===== config.mk =====
export PLATFORM = sky130hd
export DESIGN_NAME = menu_controller_flat
export DESIGN_NICKNAME = d
export VERILOG_FILES = /design/src/rtl/menu_controller_if.sv /design/src/rtl/menu_controller.sv /design/src/flat_wrapper.sv
export SDC_FILE = /design/constraint.sdc
export NUM_CORES = 1
export LEC_CHECK = 0
export CAP_MARGIN = 20
export CORE_MARGIN = 1.5
export CORE_UTILIZATION = 59
export CTS_BUF_LIST = sky130_fd_sc_hd__clkbuf_4 sky130_fd_sc_hd__clkbuf_8 sky130_fd_sc_hd__clkbuf_16
export DETAILED_ROUTE_END_ITERATION = 8
export MAX_ROUTING_LAYER = met4
export PLACE_DENSITY = 0.79
export SETUP_SLACK_MARGIN = 0.05
export SLEW_MARGIN = 10
export SYNTH_ARGS = -nofsm -noshare
export SYNTH_HDL_FRONTEND = slang
export SYNTH_SLANG_ARGS = --single-unit
export TNS_END_PERCENT = 5

===== constraint.sdc =====
create_clock -name clk -period 8 [get_ports clk]
set_clock_uncertainty 0.1 [all_clocks]
set_input_delay 1.6 -clock clk [delete_from_list [all_inputs] [get_ports clk]]
set_output_delay 1.6 -clock clk [all_outputs]
set_load 0.1 [all_outputs]

===== src/rtl/menu_controller_if.sv =====
// Button/tick inputs and menu display values shared between the push-button
// board logic and the VGA menu overlay.
interface menu_controller_if;
  logic       btn_next;
  logic       btn_prev;
  logic       btn_up;
  logic       btn_down;
  logic       minute_tick;
  logic [3:0] state;
  logic [11:0] set_temp;
  logic [7:0] set_hum;
  logic [4:0] time_hours;
  logic [5:0] time_minutes;
  logic [4:0] sunrise_hours;
  logic [5:0] sunrise_minutes;
  logic       sunrise_pulse;

  modport master (
    output btn_next, btn_prev, btn_up, btn_down, minute_tick,
    input  state, set_temp, set_hum, time_hours, time_minutes,
           sunrise_hours, sunrise_minutes, sunrise_pulse
  );

  modport slave (
    input  btn_next, btn_prev, btn_up, btn_down, minute_tick,
    output state, set_temp, set_hum, time_hours, time_minutes,
           sunrise_hours, sunrise_minutes, sunrise_pulse
  );
endinterface


===== src/rtl/menu_controller.sv =====
// Button-driven menu sequencer: debounced next/prev/up/down edit the menu fields,
// minute_tick runs the clock. Define MENU_TIMEOUT_EN to return to field 0 after idling.
module menu_controller #(
  parameter int unsigned DEBOUNCE_CYCLES = 250000,
  parameter int unsigned REPEAT_DELAY    = 12500000,
  parameter int unsigned REPEAT_PERIOD   = 2500000,
  parameter int unsigned TEMP_MIN        = 500,
  parameter int unsigned TEMP_MAX        = 1000,
  parameter int unsigned TEMP_STEP       = 5,
  parameter int unsigned TEMP_DEFAULT    = 720,
  parameter int unsigned HUM_MAX         = 100,
  parameter int unsigned TIMEOUT_CYCLES  = 250000000
) (
  input  logic               clk,
  input  logic               rst,
  menu_controller_if.slave   bus
);

  localparam int unsigned DB_W  = $clog2(DEBOUNCE_CYCLES + 1);
  localparam int unsigned REP_MAX = (REPEAT_DELAY > REPEAT_PERIOD) ? REPEAT_DELAY : REPEAT_PERIOD;
  localparam int unsigned REP_W = $clog2(REP_MAX + 1);

  typedef enum logic [3:0] {
    F_TEMP = 4'd0, F_HUM = 4'd1, F_THR = 4'd2, F_TMIN = 4'd3, F_SHR = 4'd4, F_SMIN = 4'd5
  } field_e;

  // Button index: 0 next, 1 prev, 2 up, 3 down
  logic [3:0]       raw, sync1, sync2, deb, deb_q, rise;
  logic [DB_W-1:0]  db_cnt [4];
  logic [REP_W-1:0] rep_cnt [2];
  logic [1:0]       rep_mode, rep_fire;
  logic             act_next, act_prev, act_up, act_down, edit, tick_apply;

  field_e      field, field_n;
  logic [11:0] temp, temp_n;
  logic [7:0]  hum, hum_n;
  logic [4:0]  hours, hours_n, sr_hours, sr_hours_n;
  logic [5:0]  mins, mins_n, sr_mins, sr_mins_n;
  logic        pulse, pulse_n;

`ifdef MENU_TIMEOUT_EN
  localparam int unsigned TO_W = $clog2(TIMEOUT_CYCLES + 1);
  logic [TO_W-1:0] to_cnt;
`endif

  function automatic logic [5:0] wrap_step(input logic [5:0] v, input logic [5:0] top,
                                           input logic up);
    if (up) return (v == top) ? 6'd0 : v + 6'd1;
    return (v == 6'd0) ? top : v - 6'd1;
  endfunction

  assign raw  = {bus.btn_down, bus.btn_up, bus.btn_prev, bus.btn_next};
  assign rise = deb & ~deb_q;

  // Action decode: one action per cycle, next > prev > up > down
  always_comb begin
    rep_fire = '0;
    for (int i = 0; i < 2; i++) begin
      rep_fire[i] = deb[i+2] && deb_q[i+2] &&
                    (rep_cnt[i] == (rep_mode[i] ? REP_W'(REPEAT_PERIOD) : REP_W'(REPEAT_DELAY)));
    end
    act_next = rise[0];
    act_prev = !rise[0] && rise[1];
    act_up   = !rise[0] && !rise[1] && (rise[2] || rep_fire[0]);
    act_down = !rise[0] && !rise[1] && !act_up && (rise[3] || rep_fire[1]);
    edit     = act_up || act_down;
  end

  always_comb begin
    field_n    = field;
    temp_n     = temp;
    hum_n      = hum;
    hours_n    = hours;
    mins_n     = mins;
    sr_hours_n = sr_hours;
    sr_mins_n  = sr_mins;
    if (act_next) begin
      field_n = (field == F_SMIN) ? F_TEMP : field_e'(field + 4'd1);
    end else if (act_prev) begin
      field_n = (field == F_TEMP) ? F_SMIN : field_e'(field - 4'd1);
    end else if (edit) begin
      case (field)
        F_TEMP: begin
          if (act_up)
            temp_n = (temp >= 12'(TEMP_MAX - TEMP_STEP)) ? 12'(TEMP_MAX) : temp + 12'(TEMP_STEP);
          else
            temp_n = (temp <= 12'(TEMP_MIN + TEMP_STEP)) ? 12'(TEMP_MIN) : temp - 12'(TEMP_STEP);
        end
        F_HUM: begin
          if (act_up) hum_n = (hum >= 8'(HUM_MAX)) ? 8'(HUM_MAX) : hum + 8'd1;
          else        hum_n = (hum == 8'd0) ? 8'd0 : hum - 8'd1;
        end
        F_THR:  hours_n    = 5'(wrap_step(6'(hours), 6'd23, act_up));
        F_TMIN: mins_n     = wrap_step(mins, 6'd59, act_up);
        F_SHR:  sr_hours_n = 5'(wrap_step(6'(sr_hours), 6'd23, act_up));
        F_SMIN: sr_mins_n  = wrap_step(sr_mins, 6'd59, act_up);
        default: ;
      endcase
    end
    // An edit of the running time wins over a coincident tick
    tick_apply = bus.minute_tick && !(edit && (field == F_THR || field == F_TMIN));
    if (tick_apply) begin
      mins_n = (mins == 6'd59) ? 6'd0 : mins + 6'd1;
      if (mins == 6'd59) hours_n = (hours == 5'd23) ? 5'd0 : hours + 5'd1;
    end
    pulse_n = tick_apply && (hours_n == sr_hours_n) && (mins_n == sr_mins_n);
`ifdef MENU_TIMEOUT_EN
    if (!(act_next || act_prev || edit) && to_cnt == TO_W'(TIMEOUT_CYCLES - 1)) field_n = F_TEMP;
`endif
  end

  always_ff @(posedge clk or posedge rst) begin
    if (rst) begin
      sync1    <= '0;
      sync2    <= '0;
      deb      <= '0;
      deb_q    <= '0;
      for (int i = 0; i < 4; i++) db_cnt[i] <= '0;
      for (int i = 0; i < 2; i++) rep_cnt[i] <= '0;
      rep_mode <= '0;
      field    <= F_TEMP;
      temp     <= 12'(TEMP_DEFAULT);
      hum      <= 8'd50;
      hours    <= 5'd12;
      mins     <= 6'd0;
      sr_hours <= 5'd6;
      sr_mins  <= 6'd30;
      pulse    <= 1'b0;
    end else begin
      sync1 <= raw;
      sync2 <= sync1;
      deb_q <= deb;
      for (int i = 0; i < 4; i++) begin
        if (sync2[i] != deb[i]) begin
          if (db_cnt[i] == DB_W'(DEBOUNCE_CYCLES - 1)) begin
            deb[i]    <= sync2[i];
            db_cnt[i] <= '0;
          end else begin
            db_cnt[i] <= db_cnt[i] + DB_W'(1);
          end
        end else begin
          db_cnt[i] <= '0;
        end
      end
      // Hold counters measure cycles since the last up/down action
      for (int i = 0; i < 2; i++) begin
        if (!deb[i+2]) begin
          rep_cnt[i]  <= '0;
          rep_mode[i] <= 1'b0;
        end else if (rise[i+2]) begin
          rep_cnt[i]  <= REP_W'(1);
          rep_mode[i] <= 1'b0;
        end else if (rep_fire[i]) begin
          rep_cnt[i]  <= REP_W'(1);
          rep_mode[i] <= 1'b1;
        end else begin
          rep_cnt[i]  <= rep_cnt[i] + REP_W'(1);
        end
      end
      field    <= field_n;
      temp     <= temp_n;
      hum      <= hum_n;
      hours    <= hours_n;
      mins     <= mins_n;
      sr_hours <= sr_hours_n;
      sr_mins  <= sr_mins_n;
      pulse    <= pulse_n;
    end
  end

`ifdef MENU_TIMEOUT_EN
  always_ff @(posedge clk or posedge rst) begin
    if (rst)                                    to_cnt <= '0;
    else if (act_next || act_prev || edit)      to_cnt <= '0;
    else if (to_cnt != TO_W'(TIMEOUT_CYCLES))   to_cnt <= to_cnt + TO_W'(1);
  end
`endif

  assign bus.state           = field;
  assign bus.set_temp        = temp;
  assign bus.set_hum         = hum;
  assign bus.time_hours      = hours;
  assign bus.time_minutes    = mins;
  assign bus.sunrise_hours   = sr_hours;
  assign bus.sunrise_minutes = sr_mins;
  assign bus.sunrise_pulse   = pulse;

endmodule


===== src/flat_wrapper.sv =====
// flat-port wrapper written by rule: the top's interface ports become plain ports
module menu_controller_flat 
#(
  parameter int unsigned DEBOUNCE_CYCLES = 250000,
  parameter int unsigned REPEAT_DELAY    = 12500000,
  parameter int unsigned REPEAT_PERIOD   = 2500000,
  parameter int unsigned TEMP_MIN        = 500,
  parameter int unsigned TEMP_MAX        = 1000,
  parameter int unsigned TEMP_STEP       = 5,
  parameter int unsigned TEMP_DEFAULT    = 720,
  parameter int unsigned HUM_MAX         = 100,
  parameter int unsigned TIMEOUT_CYCLES  = 250000000
)
  (clk, rst, bus_btn_next, bus_btn_prev, bus_btn_up, bus_btn_down, bus_minute_tick, bus_state, bus_set_temp, bus_set_hum, bus_time_hours, bus_time_minutes, bus_sunrise_hours, bus_sunrise_minutes, bus_sunrise_pulse);
  menu_controller_if bus_i ();
  input  logic clk;
  input  logic rst;
  input wire logic [$bits(bus_i.btn_next)-1:0] bus_btn_next;
  input wire logic [$bits(bus_i.btn_prev)-1:0] bus_btn_prev;
  input wire logic [$bits(bus_i.btn_up)-1:0] bus_btn_up;
  input wire logic [$bits(bus_i.btn_down)-1:0] bus_btn_down;
  input wire logic [$bits(bus_i.minute_tick)-1:0] bus_minute_tick;
  output wire logic [$bits(bus_i.state)-1:0] bus_state;
  output wire logic [$bits(bus_i.set_temp)-1:0] bus_set_temp;
  output wire logic [$bits(bus_i.set_hum)-1:0] bus_set_hum;
  output wire logic [$bits(bus_i.time_hours)-1:0] bus_time_hours;
  output wire logic [$bits(bus_i.time_minutes)-1:0] bus_time_minutes;
  output wire logic [$bits(bus_i.sunrise_hours)-1:0] bus_sunrise_hours;
  output wire logic [$bits(bus_i.sunrise_minutes)-1:0] bus_sunrise_minutes;
  output wire logic [$bits(bus_i.sunrise_pulse)-1:0] bus_sunrise_pulse;
  assign bus_i.btn_next = bus_btn_next;
  assign bus_i.btn_prev = bus_btn_prev;
  assign bus_i.btn_up = bus_btn_up;
  assign bus_i.btn_down = bus_btn_down;
  assign bus_i.minute_tick = bus_minute_tick;
  assign bus_state = bus_i.state;
  assign bus_set_temp = bus_i.set_temp;
  assign bus_set_hum = bus_i.set_hum;
  assign bus_time_hours = bus_i.time_hours;
  assign bus_time_minutes = bus_i.time_minutes;
  assign bus_sunrise_hours = bus_i.sunrise_hours;
  assign bus_sunrise_minutes = bus_i.sunrise_minutes;
  assign bus_sunrise_pulse = bus_i.sunrise_pulse;
  menu_controller #(.DEBOUNCE_CYCLES(DEBOUNCE_CYCLES), .REPEAT_DELAY(REPEAT_DELAY), .REPEAT_PERIOD(REPEAT_PERIOD), .TEMP_MIN(TEMP_MIN), .TEMP_MAX(TEMP_MAX), .TEMP_STEP(TEMP_STEP), .TEMP_DEFAULT(TEMP_DEFAULT), .HUM_MAX(HUM_MAX), .TIMEOUT_CYCLES(TIMEOUT_CYCLES)) u_core (.clk(clk), .rst(rst), .bus(bus_i));
endmodule

Word level (Yosys, flattened, before mapping)
Cells that the tools add are included.
W data, S select, Z words.
{"block": "classes", "n_addsub": 21, "magnitude_cmp": 3, "eq_ne": 23, "n_mux": 85, "bitwise_logic": 4, "n_reduce_logical": 34}
{"cell": "$mux W24", "count": 8}
{"cell": "$mux W18", "count": 8}
{"cell": "$mux W6", "count": 17}
{"cell": "$mux W5", "count": 19}
{"cell": "$add A18 B1 Y18 const B", "count": 4}
{"cell": "$eq A18 B18 Y1 const B", "count": 4}
{"cell": "$add A24 B1 Y24 const B", "count": 2}
{"cell": "$eq A24 B24 Y1", "count": 2}
{"cell": "$mux W12", "count": 3}
{"cell": "$mux W8", "count": 3}
{"cell": "$mux W1", "count": 23}
{"cell": "$mux W4", "count": 4}
{"cell": "$add A5 B1 Y5 const B", "count": 3}
{"cell": "$logic_and A1 B1 Y1", "count": 13}
{"cell": "$add A12 B3 Y12 const B", "count": 1}
{"cell": "$add A6 B1 Y6 const B", "count": 2}
{"cell": "$eq A6 B6 Y1 const B", "count": 2}
{"cell": "$ge A12 B10 Y1 const B", "count": 1}
{"cell": "$le A12 B9 Y1 const B", "count": 1}
{"cell": "$logic_not A6 Y1", "count": 2}
{"cell": "$sub A12 B3 Y12 const B", "count": 1}
{"cell": "$sub A6 B1 Y6 const B", "count": 2}
{"cell": "$eq A5 B5 Y1 const B", "count": 2}
{"cell": "$logic_not A5 Y1", "count": 2}
{"cell": "other kinds (23)", "count": 41}
{"block": "word_totals", "reg_bits": 185, "inputBits": 7, "out_inout_bits": 47, "wordCells": 193}

Longest topological paths before layout
Gate-level depths: netlist of the first run.
{"block": "logic_depth", "depth_word": 22, "ltp_mapped": 14, "mapped_depth_nobuf": 12}

Worst setup path before layout of the first run
No wires, ideal clock.
{"block": "synth_timing", "path_type": "reg-to-reg", "from": "reg u_core.field[1], in the netlist u_core.bus.state[1]", "to": "reg u_core.pulse, in the netlist u_core.bus.sunrise_pulse", "setup_ps": 95, "arrival_time_ps": 3274, "required_time_ps": 7805, "path_slack_ps": 4530, "path_stages_with_launch": 13, "path_buffers": 2, "period_less_slack_ps": 3470, "cell_sequence": "dfrtp_1 > clkbuf_1 > nor2b_1 > nand3_1 > or2_2 > nand2_1 > o211a_1 > clkbuf_1 > o32ai_1 > o21a_1 > nor3_1 > nand4_1 > nor4b_2"}
{"block": "synth_via", "elab_chain_cells": 10, "elab_cells_between_ends": 31, "classes_between": "eq/ne: 6; mux: 19; reduce/logical: 6"}
{"item": "from (decl)", "line": "menu_controller.sv:34", "text": "field_e field, field_n;"}
{"item": "from (signal assigned)", "line": "menu_controller.sv:160", "text": "field <= field_n;"}
{"item": "$eq A4 B2 Y1", "line": "menu_controller.sv:82, menu_controller.sv:101"}
{"item": "$mux W5", "line": "menu_controller.sv:82", "text": "case (field)"}
{"item": "$mux W5", "line": "menu_controller.sv:81", "text": "end else if (edit) begin"}
{"item": "$mux W5", "line": "menu_controller.sv:79", "text": "end else if (act_prev) begin"}
{"item": "$mux W5", "line": "menu_controller.sv:77", "text": "if (act_next) begin"}
{"item": "$mux W5", "line": "menu_controller.sv:104", "text": "if (mins == 6'd59) hours_n = (hours == 5'd23) ? 5'd0 : hours + 5'd1;"}
{"item": "$mux W5", "line": "menu_controller.sv:102", "text": "if (tick_apply) begin"}
{"item": "$eq A5 B5 Y1", "line": "menu_controller.sv:106", "text": "pulse_n = tick_apply && (hours_n == sr_hours_n) && (mins_n == sr_mins_n);"}
{"item": "$logic_and A1 B1 Y1", "line": "menu_controller.sv:106"}
{"item": "$logic_and A1 B1 Y1 *", "line": "menu_controller.sv:106"}
{"item": "net u_core.pulse_n", "line": "menu_controller.sv:39", "text": "logic pulse, pulse_n;"}
{"item": "to (signal assigned)", "line": "menu_controller.sv:167", "text": "pulse <= pulse_n;"}
{"item": "to (decl)", "line": "menu_controller.sv:39"}
Mark *: on every way through the listed nets, which the timed path passes. The rest lies on a longest branch.
A chain may end at the register's enable or synchronous reset.

Worst setup path in the final report of the first run
{"block": "layout_timing", "from": "reg u_core.field[2], in the netlist u_core.bus.state[2]", "to": "out bus_state[2]"}
{"item": "to (decl)", "line": "flat_wrapper.sv:23", "text": "output wire logic [$bits(bus_i.state)-1:0] bus_state;"}
No word-level cell between the ends.

==> flow_summary.json, run 1 <==
{
  "status": "finished clean",
  "synth_cells": 1181,
  "area_delta_synth_final_pct": 12.1,
  "cp.arrival_ps": 2280,
  "cts_hold_buf": 0,
  "max_freq_ghz": 0.251,
  "cts_post_setup_buffers_inserted": 0,
  "grt_max_degree": 123,
  "holdWs_ps": 248,
  "highest_layer": "met4",
  "hold_violations": 0,
  "start_util_pct": 60.5,
  "yosys.cell_types.count": 74,
  "power_leakage_nw": 4.78,
  "crit_required_ps": 6300,
  "drv_cap": 0,
  "synth_async_sr_flop_share_pct": 100,
  "syn_area_um2": 10500,
  "cts_sinks": 185,
  "cp_top_family": "buffers and inverters",
  "post_layout_nonfiller_instances": 1448,
  "min_period_over_period_pct": 49.7,
  "synth_warnings": 0,
  "yosysTopAreaCell": "dfrtp_1",
  "total_power_w": 0.00239,
  "ant_nets": 0,
  "yosysMostFrequentCell": "nor2_1",
  "synth_commonest_cells": "188 x nor2_1, 170 x dfrtp_1, 101 x nand2_1",
  "path_buf_inv": 1,
  "clkPwrFrac_pct": 36.3,
  "path_depth": 1,
  "critPathMaxFanout": 13,
  "grt_use_total_pct": 26.5,
  "port_buffers": 53,
  "rsz0062_at_grt": "false",
  "vias": 8745,
  "setup_viol": 0,
  "rows": 48,
  "dieArea_um2": 18600,
  "initialDrtViolationCount": 832,
  "met3_length_mm": 1.11,
  "peakVddDrop_mv": 0.324,
  "endpoint_kind": "output pin",
  "clkTransAtPathRegs_ps": 70,
  "grt_pass1_vias": 8099,
  "cts_tree": "yes",
  "min_period_ps": 3980,
  "synthTopCellsByArea": "dfrtp_1 41%, nor2_1 6.7%, xor2_1 5.6%, nand3_1 4.0%, xnor2_1 3.9%",
  "multi_input_area_um2": 5490,
  "regArea_um2": 4650,
  "dr.pass1.iters": 5,
  "route.detailed.drc": 0,
  "setup_slack_ps": 4020,
  "pwr-share-seq_pct": 43.2,
  "min_path_type": "reg2reg",
  "wl_met1_mm": 10.4,
  "dpl.hpwl_mm": 15.2,
  "slew_violations": 0,
  "nets": 1241,
  "avgSynthCellArea_um2": 8.86,
  "setup_tns_ps": 0,
  "vias_per_cell": 6.04,
  "seq_area_frac_synth_pct": 44.4,
  "grt_pass1_wl_mm": 38.5,
  "power_density_nw_per_um2": 204,
  "drive_above_1_share_pct": 6.30,
  "cp_cell_sequence": "clkdlybuf4s50_1",
  "critPathSlowestCell": "clkdlybuf4s50_1",
  "wire_per_inst_um": 15.5,
  "worst_pin_slew_ps": 1020,
  "synth-edff-count": 0,
  "drt_wl_total_mm": 22.4,
  "gp_congestion": 0.939,
  "fillers": 1369,
  "num_io_pins": 54,
  "hold_path_depth": 0,
  "h-tree-depth": 4,
  "slew_headroom_pct": 32.1,
  "cts_root_buf": "clkbuf_16",
  "die_w_um": 136,
  "dp_slack_ps": 4060,
  "switching_share_pct": 32.1,
  "cts_resized": 0,
  "dp.cells": 1416,
  "p_int_w": 0.00163,
  "synth_flop_cell": "dfrtp_1",
  "ff2ff_path_depth": 12,
  "max_stage_delay_ps": 1250,
  "synth_top_area_share_pct": 40.6,
  "antenna_found_initial": 0,
  "ctsLongestPathBuffers": 2,
  "synth_seq_cells": 185,
  "clock_latency_ps": 440,
  "pwr-share-comb_pct": 20.4,
  "met2_length_mm": 10.4,
  "cp-start-kind": "flip-flop",
  "diodes": 0,
  "netSwitchingPower_w": 0.000767,
  "grt_overflow": 0,
  "cts_made_buffers": 17,
  "core_um2": 17300,
  "die_h_um": 136,
  "path_class": "reg2out",
  "syn_nets": 1212
}
registers in the layout (all words and copies together), names as in the netlist, 5 cells and up:
name / count
u_core.db_cnt: 72
u_core.rep_cnt: 48
u_core.bus.set_temp: 12
u_core.bus.set_hum: 8
u_core.bus.sunrise_minutes: 6
u_core.bus.time_minutes: 6
u_core.bus.sunrise_hours: 5
u_core.bus.time_hours: 5
cells by family (layout without fill, tap and decap cells):
kind of cell / Yosys count / in the layout / share of synthesized area (%)
and+or+nand+nor: 563 / 563 / 26.6
AOI/OAI and AO/OA: 206 / 206 / 12.6
DFF: 185 / 185 / 44.4
xor gates and xnor gates: 114 / 114 / 9.54
buffers and inverters: 82 / 124 / 3.21
adders and majority gates: 24 / 24 / 2.87
muxes: 7 / 7 / 0.741
metrics by stage:
step | utilization, % | instance area, um^2
after floorplan | - | 10500
after global placement | 64.3 | 11100
after CTS | 67.8 | 11700
after detailed placement | 64.3 | 11100
final | 67.8 | 11700
after global routing | 67.8 | 11700
per-layer routing:
metal	GRT usage [%]	vias to the layer above
met5	-	-
met4	9.75	0
met3	4.14	48
met2	40.4	292
met1	35.9	4178
li1	-	4227
worst paths after layout:
path                                      from                       end  slack, ps
max                        u_core.bus.state[2]              bus_state[2]       4020
min                            u_core.sync1[0]           u_core.sync2[0]        250
max reg2reg                 u_core.rep_cnt[24]  u_core.bus.sunrise_pulse       4030
min reg2reg                    u_core.sync1[0]           u_core.sync2[0]        250
max in group asynchronous                  rst  u_core.bus.time_hours[0]       4820
min in group asynchronous                  rst         u_core.db_cnt[32]       1620
power groups by stage:
stage	Sequential [W]	Clock [W]	Combinational (W)
after floorplan	0.00121	0	0.000211
after global placement	0.00105	0	0.000484
after detailed placement	0.00105	0	0.000489
after CTS	0.00103	0.000885	0.000490
after global routing	0.00104	0.000925	0.000528
final	0.00104	0.000869	0.000489
cell usage in the layout, fill, tap and decap left out, drive strengths merged, types with 37 or more instances in the layout:
cell type | synthesis | layout
nand3 | 83 | 83
a21oi | 50 | 50
dfrtp | 170 | 170
inv | 35 | 37
clkdlybuf4s50 | 0 | 53
nand2 | 101 | 101
xnor2 | 47 | 47
o21ai | 60 | 60
xor2 | 67 | 67
nor2 | 188 | 188
final cells by class:
class | instances | share of cell area (%)
flip-flops and latches | 185 | 39.6
well taps | 225 | 2.40
inverters | 35 | 1.18
clock buffers | 23 | 4.33
repair buffers | 57 | 4.78
clock inverters | 9 | 0.938
multi-input cells | 914 | 46.8
No activity file was read; power rests on OpenSTA's default activity.
==> run 2, diff against run 1 <==
--- a/config.mk
+++ b/config.mk
@@ -7,11 +7,11 @@
 export LEC_CHECK = 0
 export CAP_MARGIN = 20
 export CORE_MARGIN = 1.5
-export CORE_UTILIZATION = 59
+export CORE_UTILIZATION = 55
 export CTS_BUF_LIST = sky130_fd_sc_hd__clkbuf_4 sky130_fd_sc_hd__clkbuf_8 sky130_fd_sc_hd__clkbuf_16
 export DETAILED_ROUTE_END_ITERATION = 8
 export MAX_ROUTING_LAYER = met4
-export PLACE_DENSITY = 0.79
+export PLACE_DENSITY = 0.77
 export SETUP_SLACK_MARGIN = 0.05
 export SLEW_MARGIN = 10
 export SYNTH_ARGS = -nofsm -noshare
==> constraint.sdc (replaced) <==
create_clock -name clk -period 3.2 [get_ports clk]
set_clock_uncertainty 0.1 [all_clocks]
set_input_delay 0.64 -clock clk [delete_from_list [all_inputs] [get_ports clk]]
set_output_delay 0.64 -clock clk [all_outputs]
set_load 0.1 [all_outputs]
==> run 2 against run 1 <==
  * The flow now finishes with violations (setup timing)
  * Critical path depth up 19
  * Setup slack got worse by 4100 ps
  * Die area grew 7.1%
  * Critical endpoint is now u_core.rep_mode[1]
  * Final area grew 8.0%
  * Power grew to 2.6 times the previous value
==> flow_summary.json, run 2 (synthesis gave the netlist of run 1 again) <==
{
  "ant_nets": 0,
  "peakVddDrop_mv": 0.331,
  "worst_pin_slew_ps": 679,
  "route.detailed.drc": 0,
  "drv_cap": 0,
  "grt_pass1_wl_mm": 42.1,
  "critPathSlowestCell": "dfrtp_1",
  "path_buf_inv": 15,
  "crit_required_ps": 3460,
  "area_delta_synth_final_pct": 21.0,
  "gp_congestion": 0.909,
  "critPathMaxFanout": 2,
  "h-tree-depth": 4,
  "rsz0062_at_grt": "true",
  "total_power_w": 0.00617,
  "path_class": "reg2reg",
  "endpoint_kind": "flip-flop",
  "diodes": 0,
  "layout_common_cells": "187 x nor2_1, 172 x buf_4, 170 x dfrtp_1",
  "cts_root_buf": "clkbuf_16",
  "crit_path_frequent_cell": "buf_4",
  "power_leakage_nw": 5.50,
  "grt_max_degree": 94,
  "drive_above_1_share_pct": 19.2,
  "cp_top_family": "buffers and inverters",
  "clock_latency_ps": 430,
  "die_h_um": 141,
  "max_stage_delay_ps": 390,
  "num_io_pins": 54,
  "nets": 1364,
  "wire_per_inst_um": 15.7,
  "cts_hold_buf": 0,
  "layout_commonest_cell": "nor2_1",
  "vias_per_cell": 5.88,
  "holdWs_ps": 253,
  "grt_use_total_pct": 26.6,
  "dieArea_um2": 19900,
  "setup_slack_ps": -110,
  "rows": 50,
  "min_path_type": "reg2reg",
  "multi_input_area_um2": 5560,
  "cts_tree": "yes",
  "grt_overflow": 0,
  "hold_violations": 0,
  "ctsLongestPathBuffers": 2,
  "cp-start-kind": "flip-flop",
  "regArea_um2": 4650,
  "min_period_ps": 3310,
  "initialDrtViolationCount": 540,
  "cts_made_buffers": 17,
  "core_um2": 18700,
  "port_buffers": 53,
  "placed_cell_area_um2": 11800,
  "setup_viol": 2,
  "slew_violations": 0,
  "drt_wl_total_mm": 24.7,
  "power_density_nw_per_um2": 487,
  "dpl.hpwl_mm": 17.2,
  "fillers": 1492,
  "clkTransAtPathRegs_ps": 70,
  "antenna_found_initial": 0,
  "cp_cell_sequence": "nor4b_2 > nand4_1 > buf_4 > buf_4 > buf_4 > buf_4 > buf_4 > buf_4 > buf_4 > buf_4 > buf_4 > buf_4 > buf_4 > buf_4 > buf_4 > buf_4 > buf_4 > a211oi_1 > nand2_1 > nand2_1",
  "largest_reg_flops": 72,
  "cp.arrival_ps": 3570,
  "top_register": "u_core.db_cnt",
  "violations": "setup timing",
  "die_w_um": 141,
  "grt_pass1_vias": 8974,
  "dr.pass1.iters": 5,
  "start_util_pct": 56.0,
  "status": "finished, violations left",
  "design_area_um2": 12700,
  "min_period_over_period_pct": 103,
  "vias": 9283,
  "cts_sinks": 185,
  "max_freq_ghz": 0.302,
  "slew_headroom_pct": 54.3
}
run 2: area by class of cell:
type | instances | area share, %
sequential | 185 | 36.7
inverter | 35 | 1.07
clock inverter | 12 | 1.47
clock buffer | 19 | 3.58
multi-input combinational | 914 | 43.9
tap | 234 | 2.31
timing repair buffer | 180 | 11.0
run 2: worst paths after layout:
path | slack, ps | endpoint | cells past startpoint | startpoint
max | -110 | u_core.rep_mode[1] | 20 | u_core.rep_cnt[3]
min | 250 | u_core.sync2[3] | 0 | u_core.sync1[3]
max reg2reg | -110 | u_core.rep_mode[1] | 20 | u_core.rep_cnt[3]
min reg2reg | 250 | u_core.sync2[3] | 0 | u_core.sync1[3]
max in group asynchronous | 1770 | u_core.bus.sunrise_minutes[3] | 3 | rst
min in group asynchronous | 420 | u_core.db_cnt[1] | 2 | rst
run 2: power by group:
part / internal [W] / switching, W
combinational: 0.000399 / 0.000916
sequential: 0.00243 / 0.000141
clock: 0.00136 / 0.000928
total: 0.00418 / 0.00199
run 2: what timing repair did:
action | CTS | global route
setup endpoints to repair | 11 | 9
setup buffers | 17 | 0
gates resized for setup | 13 | 3
pin swaps | 8 | 2
run 2: layer usage:
| metal | global-route usage, % | wire (um) | vias to the layer above |
|---|---|---|---|
| met5 | - | 0 | - |
| met4 | 8.88 | 471 | 0 |
| met3 | 3.63 | 898 | 48 |
| met2 | 44.4 | 12300 | 248 |
| met1 | 33.7 | 11100 | 4513 |
| li1 | - | - | 4474 |
run 2: metrics by stage:
stage | cells | setup WS (ps) | util, % | TNS [ps]
2_1_floorplan | 1181 | -270 | - | -270
3_3_place_gp | 1531 | -108 | 63.2 | -108
3_5_place_dp | 1531 | -220 | 63.2 | -266
4_1_cts | 1579 | -37.6 | 67.7 | -37.6
5_1_grt | 1579 | -300 | 67.7 | -605
6_report | 1579 | -110 | 67.7 | -199
